[src/rtl/ser_pkg.sv]
// ser_pkg: shared types and helpers for the bit-stream serializer.
//   ser_state_t    - serializer FSM states (PARITY only reached when
//                    SER_PARITY_EN is defined)
//   SER_WIDTH_DEF  - default word width
//   ser_cnt_width  - width of the bit counter for a given word width
package ser_pkg;

  typedef enum logic [1:0] {
    IDLE   = 2'd0,
    SHIFT  = 2'd1,
    PARITY = 2'd2
  } ser_state_t;

  localparam int SER_WIDTH_DEF = 20;

  // The counter has to hold WIDTH+1 (the parity bit position) without
  // wrapping, so size it for WIDTH+2 distinct values.
  function automatic int ser_cnt_width(input int width);
    return $clog2(width + 2);
  endfunction

endpackage

[src/rtl/ser_parity_acc.sv]
// ser_parity_acc: running-XOR (even parity) accumulator.
// Ports:
//   clk       in  rising-edge clock
//   rst       in  synchronous active-high reset (clears the accumulator)
//   clr_i     in  start a new word; accumulator loads clr_bit_i
//   clr_bit_i in  first bit of the new word
//   upd_i     in  fold bit_i into the running parity
//   bit_i     in  bit being presented this step
//   parity_o  out XOR of all bits folded in since the last clear
module ser_parity_acc (
  input  logic clk,
  input  logic rst,
  input  logic clr_i,
  input  logic clr_bit_i,
  input  logic upd_i,
  input  logic bit_i,
  output logic parity_o
);

  logic par_q;
  logic par_d;

  always_comb begin
    par_d = par_q;
    if (clr_i) begin
      par_d = clr_bit_i;
    end else if (upd_i) begin
      par_d = par_q ^ bit_i;
    end
  end

  always_ff @(posedge clk) begin
    if (rst) begin
      par_q <= 1'b0;
    end else begin
      par_q <= par_d;
    end
  end

  assign parity_o = par_q;

endmodule

[src/rtl/bit_stream_serializer.sv]
// bit_stream_serializer: parallel-to-serial stage feeding a serial
// sequence detector. A WIDTH-bit word is accepted over valid/ready and
// presented LSB-first, one bit per clock, with a qualifying strobe, a
// frame-last marker and a one-cycle done pulse after each frame.
// Back-to-back words stream with no idle bits in between.
//
// Optional feature: define SER_PARITY_EN to append one even-parity bit
// (XOR of the accepted word) after data bit WIDTH-1.
//
// Ports:
//   clk         in   rising-edge clock
//   rst         in   synchronous active-high reset
//   load_valid  in   upstream offers load_data
//   load_data   in   WIDTH-bit word, bit 0 sent first
//   load_ready  out  block accepts a word this cycle (combinational)
//   x           out  serial bit (registered), IDLE_BIT when idle
//   x_valid     out  x carries a frame bit (registered)
//   last        out  x is the final bit of the frame (registered)
//   done        out  one-cycle pulse after a frame's final bit (registered)
//
// Handshake: a word transfers on a rising edge where load_valid and
// load_ready are both high. load_ready depends only on state, counter and
// rst, never on load_valid; it is high when idle or while the final bit of
// the current frame is on x, so the next word follows with no gap.
// Upstream must hold load_valid/load_data until the transfer happens.
module bit_stream_serializer
  import ser_pkg::*;
#(
  parameter int   WIDTH    = SER_WIDTH_DEF,
  parameter logic IDLE_BIT = 1'b0
) (
  input  logic             clk,
  input  logic             rst,
  input  logic             load_valid,
  input  logic [WIDTH-1:0] load_data,
  output logic             load_ready,
  output logic             x,
  output logic             x_valid,
  output logic             last,
  output logic             done
);

  localparam int             CW       = ser_cnt_width(WIDTH);
  localparam logic [CW-1:0]  LAST_CNT = CW'(WIDTH);
  localparam logic [CW-1:0]  ONE_CNT  = CW'(1);
`ifdef SER_PARITY_EN
  localparam logic ONE_BIT_FRAME = 1'b0;
`else
  localparam logic ONE_BIT_FRAME = (WIDTH == 1);
`endif

  ser_state_t       state_q, state_d;
  logic [CW-1:0]    cnt_q, cnt_d;        // bits presented so far, incl. x
  logic [WIDTH-1:0] sreg_q, sreg_d;      // bits still to present, LSB next
  logic             x_q, x_d;
  logic             x_valid_q, x_valid_d;
  logic             last_q, last_d;
  logic             done_q, done_d;

  logic             final_bit;           // final frame bit is on x now
  logic             accept;

`ifdef SER_PARITY_EN
  logic parity_bit;
  logic par_upd;

  // Fold in every data bit as it moves onto x; the accept bit is loaded
  // through the clear path.
  assign par_upd = (state_q == SHIFT) && (cnt_q < LAST_CNT);

  ser_parity_acc u_parity_acc (
    .clk       (clk),
    .rst       (rst),
    .clr_i     (accept),
    .clr_bit_i (load_data[0]),
    .upd_i     (par_upd),
    .bit_i     (sreg_q[0]),
    .parity_o  (parity_bit)
  );

  assign final_bit = (state_q == PARITY);
`else
  assign final_bit = (state_q == SHIFT) && (cnt_q == LAST_CNT);
`endif

  assign load_ready = !rst && ((state_q == IDLE) || final_bit);
  assign accept     = load_valid && load_ready;

  always_comb begin
    state_d   = state_q;
    cnt_d     = cnt_q;
    sreg_d    = sreg_q;
    x_d       = x_q;
    x_valid_d = x_valid_q;
    last_d    = last_q;
    done_d    = 1'b0;

    case (state_q)
      SHIFT: begin
        if (cnt_q < LAST_CNT) begin
          x_d    = sreg_q[0];
          sreg_d = sreg_q >> 1;
          cnt_d  = cnt_q + 1'b1;
`ifdef SER_PARITY_EN
          last_d = 1'b0;
`else
          last_d = ((cnt_q + 1'b1) == LAST_CNT);
`endif
        end
`ifdef SER_PARITY_EN
        else begin
          state_d = PARITY;
          x_d     = parity_bit;
          cnt_d   = cnt_q + 1'b1;
          last_d  = 1'b1;
        end
`endif
      end
      default: ;
    endcase

    // End of frame: go idle and pulse done.
    if (final_bit) begin
      state_d   = IDLE;
      cnt_d     = '0;
      x_d       = IDLE_BIT;
      x_valid_d = 1'b0;
      last_d    = 1'b0;
      done_d    = 1'b1;
    end

    // A new word overrides the idle return; done still pulses when this
    // accept coincides with the previous frame's final bit.
    if (accept) begin
      state_d   = SHIFT;
      cnt_d     = ONE_CNT;
      sreg_d    = load_data >> 1;
      x_d       = load_data[0];
      x_valid_d = 1'b1;
      last_d    = ONE_BIT_FRAME;
    end
  end

  always_ff @(posedge clk) begin
    if (rst) begin
      state_q   <= IDLE;
      cnt_q     <= '0;
      sreg_q    <= '0;
      x_q       <= IDLE_BIT;
      x_valid_q <= 1'b0;
      last_q    <= 1'b0;
      done_q    <= 1'b0;
    end else begin
      state_q   <= state_d;
      cnt_q     <= cnt_d;
      sreg_q    <= sreg_d;
      x_q       <= x_d;
      x_valid_q <= x_valid_d;
      last_q    <= last_d;
      done_q    <= done_d;
    end
  end

  assign x       = x_q;
  assign x_valid = x_valid_q;
  assign last    = last_q;
  assign done    = done_q;

endmodule

[config.mk]
export PLATFORM = sky130hd
export DESIGN_NAME = bit_stream_serializer
export DESIGN_NICKNAME = d
export VERILOG_FILES = /design/src/rtl/ser_pkg.sv /design/src/rtl/ser_parity_acc.sv /design/src/rtl/bit_stream_serializer.sv
export SDC_FILE = /design/constraint.sdc
export NUM_CORES = 1
export LEC_CHECK = 0
export ABC_AREA = 1
export CORE_MARGIN = 4
export CORE_UTILIZATION = 40
export CTS_CLUSTER_SIZE = 40
export DETAILED_ROUTE_END_ITERATION = 8
export MAX_ROUTING_LAYER = met4
export PLACE_DENSITY = 0.72
export SKIP_CTS_REPAIR_TIMING = 1
export SYNTH_ARGS = -nofsm -noshare
export SYNTH_HDL_FRONTEND = slang
export SYNTH_SLANG_ARGS = --single-unit
[constraint.sdc]
create_clock -name clk -period 2.7 [get_ports clk]
set_input_delay 0.675 -clock clk [delete_from_list [all_inputs] [get_ports clk]]
set_output_delay 0.675 -clock clk [all_outputs]
set_load 0.03 [all_outputs]
**Yosys cells after proc, flatten, opt, wreduce, memory -nomap -nowiden**

Cells that the tools add are included.

- Equality and inequality tests: 2
- Add/sub/neg operators: 1
- Reductions and logical operators: 15
- Multiplexer cells: 16
- $lt $le $gt $ge: 1

Operator list:

| operator | count |
|---|---|
| 2-to-1 mux 19 bit | 3 |
| 2-to-1 mux 1 bit | 13 |
| == test 5 bit, second input constant | 2 |
| AND reduction 2 bit | 3 |
| nonzero test 2 bit | 3 |
| nonzero test 3 bit | 2 |
| adder 5 x 1 -> 5 bit, second input constant | 1 |
| < comparator 5 bit, second input constant | 1 |
| logical AND 1 bit | 3 |
| OR reduction 3 bit | 1 |
| logical NOT 2 bit | 1 |
| logical NOT 1 bit | 1 |
| logical OR 1 bit | 1 |

- Register bits: 29
- Output and inout bits: 5

**Depth between registers and ports, before layout**

Gate-level depths: netlist (run 1).

- Depth in word-level cells: 7
- Mapped depth: 11
- Mapped depth without buffers: 11

**Least setup slack after synthesis (run 1)**

OpenSTA, ideal clock, no wires.

- Path type: reg-to-output
- From: reg cnt_q[0]
- To: out load_ready
- Stages on the path, launching flop included: 7
- Path slack: 782 ps
- Arrival: 1243 ps
- Required time: 2025 ps
- Cells stage by stage: dfxtp_1 -> inv_1 -> ha_1 -> nand2_2 -> inv_2 -> nand2_2 -> a21oi_1

- Word-level cells in the longest chain between the ends: 4

Ends and longest elaborated chain:

| what | RTL line | source |
|---|---|---|
| from (decl) | bit_stream_serializer.sv:53 | `logic [CW-1:0] cnt_q, cnt_d;` |
| from (signal assigned) | bit_stream_serializer.sv:155 | `cnt_q <= cnt_d;` |
| == test 5 bit | bit_stream_serializer.sv:83 | `assign final_bit = (state_q == SHIFT) && (cnt_q == LAST_CNT);` |
| logical AND 1 bit | bit_stream_serializer.sv:83 |  |
| logical OR 1 bit | bit_stream_serializer.sv:86 | `assign load_ready = !rst && ((state_q == IDLE) \|\| final_bit);` |
| logical AND 1 bit | bit_stream_serializer.sv:86 |  |
| to (decl) | bit_stream_serializer.sv:36 | `output logic load_ready,` |

Every way passes these cells.

**Worst setup path in the final report (run 1)**

- From: in rst
- To: out load_ready

- Word-level cells in the longest chain between the ends: 2

Ends and longest elaborated chain:

| what | RTL line | source |
|---|---|---|
| from (decl) | bit_stream_serializer.sv:33 | `input logic rst,` |
| logical NOT 1 bit | bit_stream_serializer.sv:86 |  |
| logical AND 1 bit | bit_stream_serializer.sv:86 |  |

Every way passes these cells.

==> impl_results.md, run 1 <==
- GR peak layer: met2
- Initial Util: 0.419
- Top-area cell type share of the netlist area: 0.362
- Lkg Pwr: 0.824 nW
- FP Rows: 22
- Core Region: 3690 µm²
- Unique cell type count in the Yosys netlist: 21
- Synth warn: 0
- TritonCTS clock tree: yes
- Tmin final: 2.17 ns
- Hold depth: 2
- RR Endpoint: cnt_q[1]
- H-tree level count: 1
- Crit path from: rst
- Crit Path Category: primary input to output pin
- Critical path arrival: 1.49 ns
- FF-to-FF Start: cnt_q[0]
- Grt ovf: 0
- Leading area contributor after synthesis: dfxtp_1
- Crit path max fanout: 4
- Final HPWL from detailed placement: 2.21 mm
- Setup TNS: 0 ns
- Final Util: 0.497
- Clock-pin slew on the worst setup and hold paths: ~0.090 ns
- Worst path cell trace: clkdlybuf4s50_1 > a21oi_1 > buf_4
- Final Non-Filler Cells: 294
- CP endpoint kind: output pin
- Maxcap violations: 0
- Synthesized area: 1550 µm²
- PwrDens: 468 nW/µm²
- Num ports: 28
- Vias per cell: around 5
- Slew Limit Fails: 0
- Diode count: 0
- First-pass GRT wire length: around 5.7 mm
- CTS Buf Count: 3
- Die height: 70.2 µm
- Clock buffer depth: 2
- Setup violations, final: 0
- Reg2Reg Depth: 9
- Max frequency: 462 MHz
- VDD IR max: around 0.00021 V
- Critical Path Slowest Stage Cell: clkdlybuf4s50_1
- Max Clock Skew: 0.00296 ns
- First DRT Iteration DRCs: ~150
- Post-route ant nets: 0
- All-layer global routing usage: 0.141
- M3 GR Usage: 0.0173
- Die X: 70.2 µm
- GR met2 Demand/Resource: 0.236
- Most common cell after layout, fill and taps aside: nand2_1
- Pin count of the biggest net entering global routing: 43
- Final Hold Violating Endpoints: 0
- CP Capture Point: load_ready
- Dpl cells: 291
- Synth area leaders: dfxtp_1, nand2_1, a21oi_1, nand3_1, nand4_1
- Layout cell share with drive strength beyond 1: 0.0569
- Yosys reg bits: 28
- Placed cell area: 1790 µm²
- Router iterations before antenna repair: 4
- Most frequent cells in the layout: nand2_1, dfxtp_1
- Nets: ~270
- Fin area: 1830 µm²
- Die area: 4930 µm²
- Slew at the pin closest to its max-slew limit: 0.437 ns
- Vias: 1479
- IO Port Bufs: 27
- # fillers: ~400
- Outcome: finished, final reports clean
- # DRC: 0
- Register-to-register setup slack: 0.83 ns
- Setup ws final: 0.535 ns
- Min-delay worst type: register to register
- Tcrit/Tclk final: 0.802
- Met1 track demand over resource: 0.179
- Mean area per synthesized cell: 6.75 µm²
- Dpl ws: ~0.53 ns
- Vias in the first global route: 1273
- Net count after synthesis: 255
- Slew HR: 0.708
- Syn Inst Count: 229
- Sequential share of the synthesized area: 0.362
- CP startpoint kind: primary input
- Area Overhead vs Synth: 18.6%
- RSZ-0062 raised after global routing: no
- WL final: 3.32 mm
- Routed length per instance: ~11 µm
- CP peak stage delay: 0.45 ns
- Antenna violations before repair: 0
- Req. time, crit path: 2.03 ns
- Gpl congestion: 0.816
- CTS Sinks: 28
- Clock Latency Late Sink: between 0.2 and 0.3 ns
- Clock Root Buffer: clkbuf_8
per-stage QoR:
step | hold slack [ns] | total power, mW
floorplan | 0.455 | 0.586
global placement | 0.467 | 0.637
detailed placement | 0.469 | 0.639
CTS | 0.483 | 0.859
global route | 0.509 | 0.906
finish | 0.483 | 0.858
flip-flops by register name (all words and copies together), names as in the netlist:
register and cells:
cnt_q 5, done 1, last 1, sreg_q 19, x 1, x_valid 1
power by group:
part,switching [mW],leakage [nW],internal (mW)
Combinational,0.0971,0.573,0.0748
Sequential,0.0176,0.230,0.440
Clock,0.129,0.0216,0.100
area by class of cell:
class                   count  area [µm²]  area share
flip-flops and latches     28         561       0.306
multi-input cells         156         769       0.420
repair buffers             31         298       0.162
inverters                  28         105      0.0573
clock buffers               3        41.3      0.0225
well taps                  48        60.1      0.0327
logic make-up (layout without fill, tap and decap cells):
| group | after synthesis | after routing | synth area share |
|---|---|---|---|
| AND/OR/NAND/NOR | 121 | 121 | 0.362 |
| buffers and inverters | 45 | 62 | 0.140 |
| AO/OA/AOI/OAI | 29 | 29 | 0.0938 |
| flip-flops | 28 | 28 | 0.362 |
| adder cells (fa/ha/maj) | 3 | 3 | 0.0243 |
| XOR/XNOR | 3 | 3 | 0.0170 |
worst min path at each step:
stage	from	end	slack (ns)
finish	last	last	0.48
global route	sreg_q[18]	sreg_q[18]	0.51
CTS	last	last	0.48
detailed placement	last	last	0.47
global placement	last	last	0.47
floorplan	sreg_q[1]	sreg_q[1]	0.45
synthesized netlist by cell type (all sizes together):
| cell | count |
|---|---|
| a21oi | 26 |
| and2 | 1 |
| buf | 13 |
| clkbuf | 4 |
| dfxtp | 28 |
| ha | 3 |
| inv | 28 |
| nand2 | 68 |
| nand3 | 27 |
| nand4 | 18 |
| nor2 | 7 |
| o21ai | 3 |
| xor2 | 3 |
critical path: cells and delay by family:
kind / cells / cell delay (ns)
AO/OA/AOI/OAI: 1 / 0.17
buffers and inverters: 2 / 0.64
per-layer routing:
layer  up-vias  wire [µm]
met2        34       1570
met1       664       1590
li1        777          -
met5         -          0
met4         0         44
met3         4        124
Note: power is estimated with default switching activity, not from simulation.
==> run 2, diff against run 1 <==
Settings changed: PLACE_DENSITY 0.72 to 0.74.
Clock period 2.7 ns to 1.93 ns, I/O delays scaled along.
==> run 2 against run 1 <==
Net effect:
- global-route usage increased by 0.55 points
- worst hold slack worse by 0.012 ns
- power grew 47%
- clock power up 61%
- largest power group unchanged
- highest routed layer unchanged
- sequential share of layout area decreased by 0.97 points
- worst setup slack got worse by 0.46 ns
- flip-flop and latch count stayed put
- non-clock buffer count up 4
==> impl_results.md, run 2 (synthesis results as in run 1) <==
- Area Overhead vs Synth: 23.1% (was 18.6%)
- Routed wl met3: 112 µm (was 124 µm)
- Sw Share: 0.276 (was 0.283)
- Vias per cell: 4.97 (was 5.03)
- Reg2Reg Depth: 11 (was 9)
- Met1 WL: 1.56 mm (was 1.59 mm)
- Core Region: 3690 µm² (unchanged)
- RR Endpoint: sreg_q[13] (was cnt_q[1])
- Antenna violations before repair: 0 (unchanged)
- FF-to-FF Start: cnt_q[0] (unchanged)
- Outcome: finished, final reports clean (unchanged)
- FP Rows: 22 (unchanged)
- CP startpoint kind: register (was primary input)
- Max frequency: 539 MHz
- Multi-input logic area: 773 µm² (was 769 µm²)
- CTS Buf Count: 3 (unchanged)
- Largest registers: sreg_q x19, cnt_q x5 (unchanged)
- Most frequent cells in the layout: nand2_1, inv_1, nand3_1, dfxtp_1 (was nand2_1, dfxtp_1)
- Clk network pwr share: 0.292 (was 0.267)
- CP endpoint kind: output pin (unchanged)
- Reg area: 563 µm² (was 561 µm²)
- Hold Crit Start: last (unchanged)
- Req. time, crit path: 1.45 ns (was 2.03 ns)
- Hold depth: 2 (unchanged)
- Tmin final: about 1.9 ns
- Critical path arrival: 1.37 ns (was 1.49 ns)
- First DRT Iteration DRCs: 60 (was 151)
- First-pass GRT wire length: 5.88 mm (was 5.69 mm)
- Num ports: 28 (unchanged)
- Setup violations, final: 0 (unchanged)
- Final HPWL from detailed placement: 2.29 mm (was 2.21 mm)
- Biggest register: sreg_q (unchanged)
- Switch Pwr: 350 µW (was 243 µW)
- Diode count: 0 (unchanged)
- Vias: 1487 (was 1479)
- # fillers: 394 (was 403)
- Die X: 70.2 µm (unchanged)
- Routed length per instance: 11.2 µm (was 11.3 µm)
- Most common cell after layout, fill and taps aside: nand2_1 (unchanged)
- Final Hold Violating Endpoints: 0 (unchanged)
- Post-route ant nets: 0 (unchanged)
- CTS Sinks: 28 (unchanged)
- Nets: 278 (was 274)
- Comb pwr share: 0.201 (was 0.200)
- Int Power: 915 µW (was 615 µW)
- Register-to-register setup slack: 0.23 ns (was 0.83 ns)
- H-tree level count: 1 (unchanged)
- Slew HR: 0.769 (was 0.708)
- Lkg Pwr: 0.873 nW (was 0.824 nW)
- Clock-pin slew on the worst setup and hold paths: 0.10 ns (was 0.09 ns)
- Max Clock Skew: 0.00403 ns (was 0.00296 ns)
- Router iterations before antenna repair: 4 (unchanged)
- PwrDens: 665 nW/µm² (was 468 nW/µm²)
- Clock buffer depth: 2 (unchanged)
- Clock Latency Late Sink: 0.28 ns (was 0.27 ns)
- Gpl congestion: 0.754 (was 0.816)
- Vias in the first global route: 1387 (was 1273)
- Final Util: 0.516 (was 0.497)
- Hold slack: 0.471 ns (was 0.483 ns)
- Slew at the pin closest to its max-slew limit: 0.346 ns (was 0.437 ns)
- Crit path max fanout: 5 (was 4)
- TritonCTS clock tree: yes (unchanged)
- Clock Root Buffer: clkbuf_8 (unchanged)
- Layout cell share with drive strength beyond 1: 0.0876 (was 0.0569)
- Die area: 4930 µm² (unchanged)
- Power Total: 1.26 mW (was 858 µW)
- Max Used Layer: met4 (unchanged)
- Slew Limit Fails: 0 (unchanged)
- Die height: 70.2 µm (unchanged)
- Min-delay worst type: register to register (unchanged)
- IO Port Bufs: 27 (unchanged)
- Grt ovf: 0 (unchanged)
- Crit Path Category: register to output pin (was primary input to output pin)
- Tcrit/Tclk final: 0.962
- Pin count of the biggest net entering global routing: 22 (was 43)
- WL final: 3.36 mm (was 3.32 mm)
- RSZ-0062 raised after global routing: no (unchanged)
- Wire length on met2: 1.62 mm (was 1.57 mm)
- Flop pwr share: 0.507 (was 0.533)
- Max reg flops: 19 (unchanged)
- Maxcap violations: 0 (unchanged)
- Initial Util: 0.419 (unchanged)
- VDD IR max: 0.000344 V (was 0.000214 V)
- Hold Path Sink: last (unchanged)
- All-layer global routing usage: 0.147 (was 0.141)
- # DRC: 0 (unchanged)
==> run 2: cell count changes in the layout (fill, tap and decap cells not counted) <==
cell | previous run | this run
dfxtp_2 | 0 | 2
buf_12 | 0 | 1
a21oi_2 | 0 | 1
a21oi_1 | 26 | 25
clkdlybuf4s50_1 | 26 | 25
dlymetal6s2s_1 | 0 | 1
clkbuf_8 | 3 | 4
buf_6 | 0 | 1
buf_4 | 5 | 7
dfxtp_1 | 28 | 26
==> run 2: cell type report <==
class,count,share of cell area
clock buffers,4,0.0289
inverters,28,0.0552
multi-input cells,156,0.406
flip-flops and latches,28,0.296
well taps,48,0.0316
repair buffers,35,0.182
==> run 2: worst max-delay path, stage by stage, from the launching register on <==
cell and delay [ns]:
dfxtp_2 0.36, inv_1 0.06, ha_1 0.15, nand2_2 0.05
inv_2 0.06, nand2_2 0.08, a21oi_2 0.17, buf_6 0.15
==> run 2: worst max path at each step <==
stage / start / end / slack [ns]
after floorplan: cnt_q[0] / load_ready / 0.20
after global placement: rst / load_ready / 0.08
after detailed placement: rst / load_ready / 0.10
after CTS: cnt_q[0] / load_ready / -0.009
after global routing: cnt_q[0] / load_ready / 0.001
final: cnt_q[0] / load_ready / 0.07
==> run 2: metrics by stage <==
stage / cell area [µm²] / TNS, ns / cells / setup slack, ns
3_5_place_dp: 1840 / 0 / 295 / 0.101
5_1_grt: 1900 / 0 / 299 / 0.00106
6_report: 1900 / 0 / 299 / 0.0737
4_1_cts: 1890 / -0.00929 / 299 / -0.00857
3_3_place_gp: 1840 / 0 / 295 / 0.0817
2_1_floorplan: 1550 / 0 / 229 / 0.205
==> run 2: power by group through the flow <==
stage | clock network [mW] | registers (mW) | logic (mW)
after floorplan | 0 | 0.655 | 0.164
after global placement | 0 | 0.652 | 0.248
after detailed placement | 0 | 0.653 | 0.253
after CTS | 0.378 | 0.640 | 0.255
after global routing | 0.397 | 0.647 | 0.287
final | 0.369 | 0.642 | 0.254
==> run 2: metal layers <==
metal,up-vias,global-route usage
met4,0,0.0681
met3,5,0.0273
li1,783,-
met5,-,-
met1,671,0.171
met2,28,0.242
==> run 3, diff against run 2 <==
Settings changed: CORE_UTILIZATION 40 to 47, PLACE_DENSITY 0.74 to 0.84.
==> run 3 against run 2 <==
Net effect:
- clock skew shrank 0.0031 ns
- sequential power barely moved
- sequential share of layout area rose by 0.26 points
- non-clock buffer count increased by 1
- flip-flop and latch count unchanged
- combinational power is essentially flat
==> impl_results.md, run 3 (synthesis results as in run 1) <==
- Req. time, crit path: 1.45 ns (about the same)
- Min-delay worst type: register to register (unchanged)
- Lkg Pwr: 0.870 nW (was 0.873 nW)
- Slew at the pin closest to its max-slew limit: 0.346 ns (about the same)
- Num ports: 28 (unchanged)
- First DRT Iteration DRCs: 79 (was 60)
- Clock Latency Late Sink: 0.32 ns (was 0.28 ns)
- CP peak stage delay: 0.37 ns (was 0.36 ns)
- Pin count of the biggest net entering global routing: 29 (was 22)
- Clock buffer depth: 2 (unchanged)
- Slew HR: 0.769 (about the same)
- FF-to-FF Start: cnt_q[0] (unchanged)
- Clock-pin slew on the worst setup and hold paths: 0.14 ns (was 0.10 ns)
- CP startpoint kind: register (unchanged)
- Hold Crit Start: last (unchanged)
- Hold depth: 2 (unchanged)
- Critical path arrival: 1.41 ns (was 1.37 ns)
- WL final: 3.14 mm (was 3.36 mm)
- Fin area: 1890 µm² (was 1900 µm²)
- Router iterations before antenna repair: 4 (unchanged)
- Worst path cell trace: inv_1 > ha_1 > nand2_2 > inv_2 > nand2_2 > a21oi_2 > buf_6 (unchanged)
- Grt ovf: 0 (unchanged)
- Crit Path Category: register to output pin (unchanged)
- Most common cell after layout, fill and taps aside: nand2_1 (unchanged)
- FP Rows: 20 (was 22)
- PwrDens: 621 nW/µm² (was 665 nW/µm²)
- Layout cell share with drive strength beyond 1: 0.0913 (was 0.0876)
- RSZ-0062 raised after global routing: yes (was no)
- Final Hold Violating Endpoints: 0 (unchanged)
- Hold slack: 0.476 ns (was 0.471 ns)
- Crit path max fanout: 5 (unchanged)
- Dpl ws: 0.116 ns (was 0.101 ns)
- Vias: 1480 (was 1487)
- Die height: 65.4 µm (was 70.2 µm)
- Vias in the first global route: 1237 (was 1387)
- TritonCTS clock tree: yes (unchanged)
- Maxcap violations: 0 (unchanged)
- Setup ws final: 0.0384 ns (was 0.0737 ns)
- Area Overhead vs Synth: 22.0% (was 23.1%)
- Biggest register: sreg_q (unchanged)
- IO Port Bufs: 27 (unchanged)
- CTS Sinks: 28 (unchanged)
- Routed length per instance: 10.6 µm (was 11.2 µm)
- Slew Limit Fails: 0 (unchanged)
- Hold Path Sink: last (unchanged)
- Antenna violations before repair: 0 (unchanged)
- Tcrit/Tclk final: 0.980 (was 0.962)
- H-tree level count: 1 (unchanged)
- CTS Buf Count: 3 (unchanged)
- Initial Util: 0.498 (was 0.419)
- Clock Root Buffer: clkbuf_4 (was clkbuf_8)
- Vias per cell: 5.00 (was 4.97)
- Core Region: 3100 µm² (was 3690 µm²)
- Setup violations, final: 0 (unchanged)
- Max reg flops: 19 (unchanged)
- Final HPWL from detailed placement: 2.26 mm (was 2.29 mm)
- Post-route ant nets: 0 (unchanged)
- Die area: 4270 µm² (was 4930 µm²)
- Max Clock Skew: 0.000982 ns (was 0.00403 ns)
- Gpl congestion: 0.771 (was 0.754)
- Diode count: 0 (unchanged)
- RR Endpoint: sreg_q[15] (was sreg_q[13])
- Tmin final: 1.89 ns (was 1.86 ns)
- Critical Path Slowest Stage Cell: dfxtp_2 (unchanged)
- CP endpoint kind: output pin (unchanged)
- Placed cell area: 1840 µm² (about the same)
- Reg2Reg Depth: 10 (was 11)
- All-layer global routing usage: 0.157 (was 0.147)
- Crit-path most repeated cell: nand2_2 (unchanged)
- Largest registers: sreg_q x19, cnt_q x5 (unchanged)
- Register-to-register setup slack: 0.30 ns (was 0.23 ns)
- Max frequency: 529 MHz (was 539 MHz)
- Most frequent cells in the layout: nand2_1, inv_1, nand3_1, dfxtp_1 (unchanged)
- Outcome: finished, final reports clean (unchanged)
- # fillers: 297 (was 394)
- # DRC: 0 (unchanged)
- VDD IR max: 0.000377 V (was 0.000344 V)
- Die X: 65.4 µm (was 70.2 µm)
- Nets: 279 (was 278)
- First-pass GRT wire length: 5.27 mm (was 5.88 mm)
[run 3: layout make-up]
class,instances,area [µm²],area share
Inverter,28,105,0.0557
Timing Repair Buffer,36,354,0.188
Multi-Input combinational cell,156,773,0.410
Clock buffer,4,36.3,0.0192
Tap cell,44,55.1,0.0292
Sequential cell,28,563,0.298
[run 3: worst max path at each step]
stage              from  slack, ns          to  depth (start not counted)
2_1_floorplan  cnt_q[0]       0.20  load_ready                          6
3_3_place_gp        rst       0.13  load_ready                          3
3_5_place_dp        rst       0.12  load_ready                          3
4_1_cts         x_valid      -0.08     x_valid                          1
5_1_grt        cnt_q[0]      -0.09  load_ready                          7
6_report       cnt_q[0]       0.04  load_ready                          7
[run 3: worst max-delay path, delay by kind of cell (launching register included)]
family	cells	cell delay (ns)
AO/OA/AOI/OAI	1	0.16
adder cells (fa/ha/maj)	1	0.15
buffers and inverters	3	0.27
flip-flops	1	0.37
AND/OR/NAND/NOR	2	0.13
[run 3: per-layer routing]
| layer | track usage | vias up | wire length, µm |
|---|---|---|---|
| li1 | - | 787 | - |
| met1 | 0.194 | 661 | 1380 |
| met2 | 0.254 | 25 | 1560 |
| met3 | 0.0308 | 7 | 122 |
| met4 | 0.0622 | 0 | 78 |
| met5 | - | - | 0 |
[run 3: report_power, final]
| group | switching [mW] | internal (mW) | leakage, nW | total (mW) |
|---|---|---|---|---|
| Sequential | 0.0242 | 0.617 | 0.230 | 0.641 |
| Combinational | 0.136 | 0.116 | 0.619 | 0.252 |
| Clock | 0.163 | 0.116 | 0.0210 | 0.279 |
| Total | 0.323 | 0.849 | 0.870 | 1.17 |
[run 3: metrics by stage]
stage,setup TNS (ns),cells,power (mW),utilization
after floorplan,0,229,0.820,-
after global routing,-0.0879,296,1.24,0.608
final,0,296,1.17,0.608
after global placement,0,292,0.898,0.592
after detailed placement,0,292,0.905,0.592
after CTS,-0.127,296,1.18,0.604
